==> src/rtl/divctl_pkg.sv <==
// Shared definitions for the divider issue/retire wrapper: op encodings and
// the per-operation side information carried from issue to retire.
package divctl_pkg;

  typedef enum logic [1:0] {
    OP_DIV  = 2'b00,
    OP_DIVU = 2'b01,
    OP_REM  = 2'b10,
    OP_REMU = 2'b11
  } op_e;

  typedef struct packed {
    op_e  op;
    logic neg_q;
    logic neg_r;
    logic dz;
  } side_info_t;

  localparam int unsigned SIDE_INFO_W = $bits(side_info_t);

  function automatic logic is_signed_op(input op_e op);
    return ~op[0];
  endfunction

endpackage

==> src/rtl/divctl_fifo.sv <==
// Synchronous FIFO, sync active-low reset. A pop on an empty FIFO is ignored
// (no bypass); a push at full is accepted only together with a pop.
module divctl_fifo #(
  parameter int unsigned W     = 8,
  parameter int unsigned DEPTH = 4
) (
  input  logic         i_clk,
  input  logic         i_rst_n,
  input  logic         i_push,
  input  logic [W-1:0] i_wdata,
  input  logic         i_pop,
  output logic [W-1:0] o_rdata,
  output logic         o_empty
);

  localparam int unsigned PW = (DEPTH > 1) ? $clog2(DEPTH) : 1;
  localparam int unsigned CW = $clog2(DEPTH + 1);

  logic [W-1:0]  r_mem [DEPTH];
  logic [PW-1:0] r_wr_ptr;
  logic [PW-1:0] r_rd_ptr;
  logic [CW-1:0] r_count;
  logic          w_do_pop;
  logic          w_do_push;

  function automatic logic [PW-1:0] f_next(input logic [PW-1:0] p);
    return (p == PW'(DEPTH - 1)) ? '0 : p + PW'(1);
  endfunction

  assign w_do_pop  = i_pop & (r_count != '0);
  assign w_do_push = i_push & ((r_count != CW'(DEPTH)) | w_do_pop);
  assign o_rdata   = r_mem[r_rd_ptr];
  assign o_empty   = (r_count == '0);

  always_ff @(posedge i_clk) begin
    if (w_do_push) r_mem[r_wr_ptr] <= i_wdata;
  end

  always_ff @(posedge i_clk) begin
    if (!i_rst_n) begin
      r_wr_ptr <= '0;
      r_rd_ptr <= '0;
      r_count  <= '0;
    end else begin
      if (w_do_push) r_wr_ptr <= f_next(r_wr_ptr);
      if (w_do_pop)  r_rd_ptr <= f_next(r_rd_ptr);
      case ({w_do_push, w_do_pop})
        2'b10:   r_count <= r_count + CW'(1);
        2'b01:   r_count <= r_count - CW'(1);
        default: r_count <= r_count;
      endcase
    end
  end

endmodule

==> src/rtl/divctl.sv <==
// Issue/retire wrapper for the unsigned pipelined divider core: sign handling,
// in-order side tracking, result buffering and credit-based admission.
module divctl
  import divctl_pkg::*;
#(
  parameter int unsigned XLEN  = 32,
  parameter int unsigned TAGW  = 4,
  parameter int unsigned DEPTH = 4
) (
  input  logic            clk,
  input  logic            rst_n,
  input  logic            in_vld,
  output logic            in_rdy,
  input  logic [1:0]      in_op,
  input  logic [XLEN-1:0] in_a,
  input  logic [XLEN-1:0] in_b,
  input  logic [TAGW-1:0] in_tag,
  output logic            core_vld,
  output logic [XLEN-1:0] core_a,
  output logic [XLEN-1:0] core_b,
  input  logic            core_ack,
  input  logic [XLEN-1:0] core_quo,
  input  logic [XLEN-1:0] core_rem,
  output logic            out_vld,
  input  logic            out_rdy,
  output logic [XLEN-1:0] out_data,
  output logic [TAGW-1:0] out_tag
);

  localparam int unsigned CW     = $clog2(DEPTH + 1);
  localparam int unsigned SIDE_W = SIDE_INFO_W + TAGW;
  localparam int unsigned RES_W  = XLEN + TAGW;

  logic [CW-1:0]     r_credits;
  op_e               w_in_op;
  logic              w_neg_a;
  logic              w_neg_b;
  logic              w_accept;
  logic              w_out_hs;
  logic              w_retire;
  logic              w_side_empty;
  logic              w_res_empty;
  side_info_t        w_push_info;
  side_info_t        w_pop_info;
  logic [TAGW-1:0]   w_pop_tag;
  logic [SIDE_W-1:0] w_side_rdata;
  logic [RES_W-1:0]  w_res_rdata;
  logic [XLEN-1:0]   w_q;
  logic [XLEN-1:0]   w_r;
  logic [XLEN-1:0]   w_res_data;

  assign w_in_op  = op_e'(in_op);
  assign in_rdy   = rst_n & (r_credits != '0);
  assign w_accept = in_vld & in_rdy;
  assign core_vld = w_accept;
  assign out_vld  = ~w_res_empty;
  assign w_out_hs = out_vld & out_rdy;
  assign w_retire = core_ack & ~w_side_empty;

  always_comb begin
    w_neg_a     = is_signed_op(w_in_op) & in_a[XLEN-1];
    w_neg_b     = is_signed_op(w_in_op) & in_b[XLEN-1];
    core_a      = w_neg_a ? -in_a : in_a;
    core_b      = w_neg_b ? -in_b : in_b;
    w_push_info = '{op: w_in_op, neg_q: w_neg_a ^ w_neg_b, neg_r: w_neg_a, dz: (in_b == '0)};
  end

  divctl_fifo #(.W(SIDE_W), .DEPTH(DEPTH)) u_side_fifo (
    .i_clk   (clk),
    .i_rst_n (rst_n),
    .i_push  (w_accept),
    .i_wdata ({w_push_info, in_tag}),
    .i_pop   (w_retire),
    .o_rdata (w_side_rdata),
    .o_empty (w_side_empty)
  );

  assign {w_pop_info, w_pop_tag} = w_side_rdata;

  // A zero divisor leaves the core remainder equal to the magnitude of the
  // dividend, so only the quotient needs overriding.
  always_comb begin
    w_q = w_pop_info.neg_q ? -core_quo : core_quo;
    if (w_pop_info.dz) w_q = '1;
    w_r = w_pop_info.neg_r ? -core_rem : core_rem;
    case (w_pop_info.op)
      OP_REM, OP_REMU: w_res_data = w_r;
      default:         w_res_data = w_q;
    endcase
  end

  divctl_fifo #(.W(RES_W), .DEPTH(DEPTH)) u_res_fifo (
    .i_clk   (clk),
    .i_rst_n (rst_n),
    .i_push  (w_retire),
    .i_wdata ({w_res_data, w_pop_tag}),
    .i_pop   (w_out_hs),
    .o_rdata (w_res_rdata),
    .o_empty (w_res_empty)
  );

  assign {out_data, out_tag} = w_res_rdata;

  always_ff @(posedge clk) begin
    if (!rst_n) begin
      r_credits <= CW'(DEPTH);
    end else begin
      case ({w_accept, w_out_hs})
        2'b10:   r_credits <= r_credits - CW'(1);
        2'b01:   r_credits <= r_credits + CW'(1);
        default: r_credits <= r_credits;
      endcase
    end
  end

endmodule

==> config.mk <==
export PLATFORM = sky130hd
export DESIGN_NAME = divctl
export DESIGN_NICKNAME = d
export VERILOG_FILES = /design/src/rtl/divctl_pkg.sv /design/src/rtl/divctl_fifo.sv /design/src/rtl/divctl.sv
export SDC_FILE = /design/constraint.sdc
export NUM_CORES = 1
export LEC_CHECK = 0
export ABC_AREA = 1
export BUFFER_PORTS_ARGS = -buffer_cell sky130_fd_sc_hd__buf_2
export CAP_MARGIN = 0
export CORE_MARGIN = 1
export CORE_UTILIZATION = 40
export CTS_BUF_LIST = sky130_fd_sc_hd__clkbuf_4 sky130_fd_sc_hd__clkbuf_8
export CTS_CLUSTER_DIAMETER = 80
export DETAILED_ROUTE_END_ITERATION = 8
export PLACE_DENSITY = 0.67
export REMOVE_ABC_BUFFERS = 1
export SLEW_MARGIN = 40
export SYNTH_ARGS = -nofsm -noshare
export SYNTH_HDL_FRONTEND = slang
export SYNTH_HIERARCHICAL = 1
export SYNTH_SLANG_ARGS = --single-unit
==> constraint.sdc <==
create_clock -name clk -period 8.35 [get_ports clk]
set_input_delay 0.835 -clock clk [delete_from_list [all_inputs] [get_ports clk]]
set_output_delay 0.835 -clock clk [all_outputs]
set_load 0.01 [all_outputs]
==> impl_results.md <==
- Status: finished clean
- Clock Sinks: 197
- Horiz. Die Dim: 177 um
- Fmax: 301 MHz
- First-pass GRT wire length: 54.7 mm
- Final Hold Viols: 0
- Period utilization: roughly 40%
- Hold WC Path Type: flop to flop
- RePlAce Congestion: a little over 1
- Tightest Pin Transition: 843 ps
- Final HPWL DP: between 20 and 30 mm
- Maximum level of the CTS H-tree: 4
- Core Region: 29800 um2
- Worst-Skew Late Latency: 470 ps
- Pre-antenna DRT Iters: 7
- Number of port buffers: 241
- CP max FO: 37
- Critical path capture point type: output pin
- Rows: 63
- Initial core utilization: 40.9%
- Final slew viol count: 0
- Clock tree buffer depth: 2
- Post-route ant nets: 0
- Skew final: 17.6 ps
- Initial DRC Count: 741
- Mapped Area: 12200 um2
- Initial antenna violation count: 3
- CTS tree: built
- Routed vias/inst: 5.23
- Worst-path clk slew: 100 ps
- RSZ-0062 raised after global routing: no
- Synth warnings: 6
- Layout area overhead: 16.3%
- Nets@finish: between 1500 and 2000
- Peak supply drop: 0.101 mV
- CTS root buffer: clkbuf_8
- MaxCap Viol Count: 0
- Endpoints failing setup: 0
- Die footprint: approximately 31000 um2
- Filler cells: around 2900
- Max-slew headroom: 43.6%
- Cts hold-fix bufs: 0
- Overall power: 3.27 mW
- CP Data Arrival Time: 2490 ps
- # resized after CTS: 0
- Wire per inst: 16.4 um
- Detailed Route WL: 35.2 mm
- Die Ht: 177 um
- Power density cells: 231 nW/um2
- Num CTS Buffers: 17
- Pin count of the biggest net entering global routing: 73
- DR vias: 11211
- Critical path class: flop to output pin
- Crit start category: flop
- Required time of the worst setup path: 7520 ps
- Pleak: roughly 6.0 nW
- GRT Util Overall: between 20% and 30%
- Avg Inst Size Synth: 8.05 um2
- Final Critical Period: 3320 ps
- Layout cells sized above 1: between 20% and 30%
- Post-Synthesis Cells: roughly 1500
- Setup tns final: 0 ps
- I/O pin count: 242
- GR Overflow Total: 0
- Setup bufs post-CTS: 0
- DRC violations left: 0
- Vias in the first global route: 10654
metrics by stage:
stage                     cells  hold slack, ps  util [%]  area (um2)  setup slack [ps]
after floorplan            1466             470         -       11900              4740
after global placement     2108             496      46.2       13800              5080
after detailed placement   2108             501      46.3       13800              5080
after CTS                  2140             522      47.5       14200              5000
after global routing       2141             554      47.5       14200              4890
final                      2142             521      47.5       14200              5030
flip-flops by register name, indices dropped and copies added, names as in the netlist, named ones only:
register	flops
u_res_fifo/r_count	3
u_res_fifo/r_wr_ptr	2
u_side_fifo/r_wr_ptr	2
r_credits	3
u_side_fifo/r_mem	32
u_side_fifo/r_count	3
u_res_fifo/r_mem	144
u_res_fifo/r_rd_ptr	2
u_side_fifo/r_rd_ptr	2
report_power, final:
| group | internal, mW | total [mW] | switching [mW] |
|---|---|---|---|
| logic | 0.420 | 1.35 | 0.935 |
| registers | 1.29 | 1.33 | 0.0418 |
| clock network | 0.252 | 0.591 | 0.339 |
layout by cell type (no fill, tap or decap), types with 6 or more instances in the layout:
cell and instances:
edfxtp_1 176, inv_2 6, nor2_4 15, nand2_2 14, nor2_2 14, ha_1 15, buf_2 241, nand2_1 277
nand3_2 9, inv_1 176, nand4_1 25, nand3_1 117, o21ai_0 133, xor2_1 45, a21oi_1 30, dfxtp_1 20
o22ai_1 43, nor3_1 12, o21ai_1 24, xnor2_1 9, clkbuf_8 17, buf_4 11, nor2_1 255
layout make-up:
| type | count | area [um2] | area share, % |
|---|---|---|---|
| Multi-Input combinational cell | 1086 | 5610 | 39.6 |
| Sequential cell | 197 | 5710 | 40.3 |
| Timing Repair Buffer | 252 | 1290 | 9.10 |
| Clock inverter | 12 | 123 | 0.866 |
| Inverter | 183 | 692 | 4.88 |
| Clock buffer | 20 | 256 | 1.81 |
| Tap cell | 390 | 488 | 3.44 |
| Antenna cell | 2 | 5.00 | 0.0353 |
metal layers:
metal  GRT usage (%)  routed length (um)
met1            27.6               14600
met2            40.2               17300
met3            3.70                2430
met4            8.12                 858
met5               0                   0
critical path, cell delays in order, from the launching register on:
cell and delay [ps]:
dfxtp_1 310, buf_4 260, inv_1 530, buf_4 400, o21ai_0 140, o22ai_1 180, buf_2 170
path summary, 6_finish.rpt:
path / startpoint / to / slack, ps / cells after the start
worst max-delay path: flop / out_tag[3] / 5030 / 6
worst min-delay path: r_credits[2] / r_credits[2] / 520 / 2
worst max register to register: flop / u_res_fifo/r_mem[2][16] / 5220 / 9
worst min register to register: r_credits[2] / r_credits[2] / 520 / 2
Note: power is estimated with default switching activity, not from simulation.
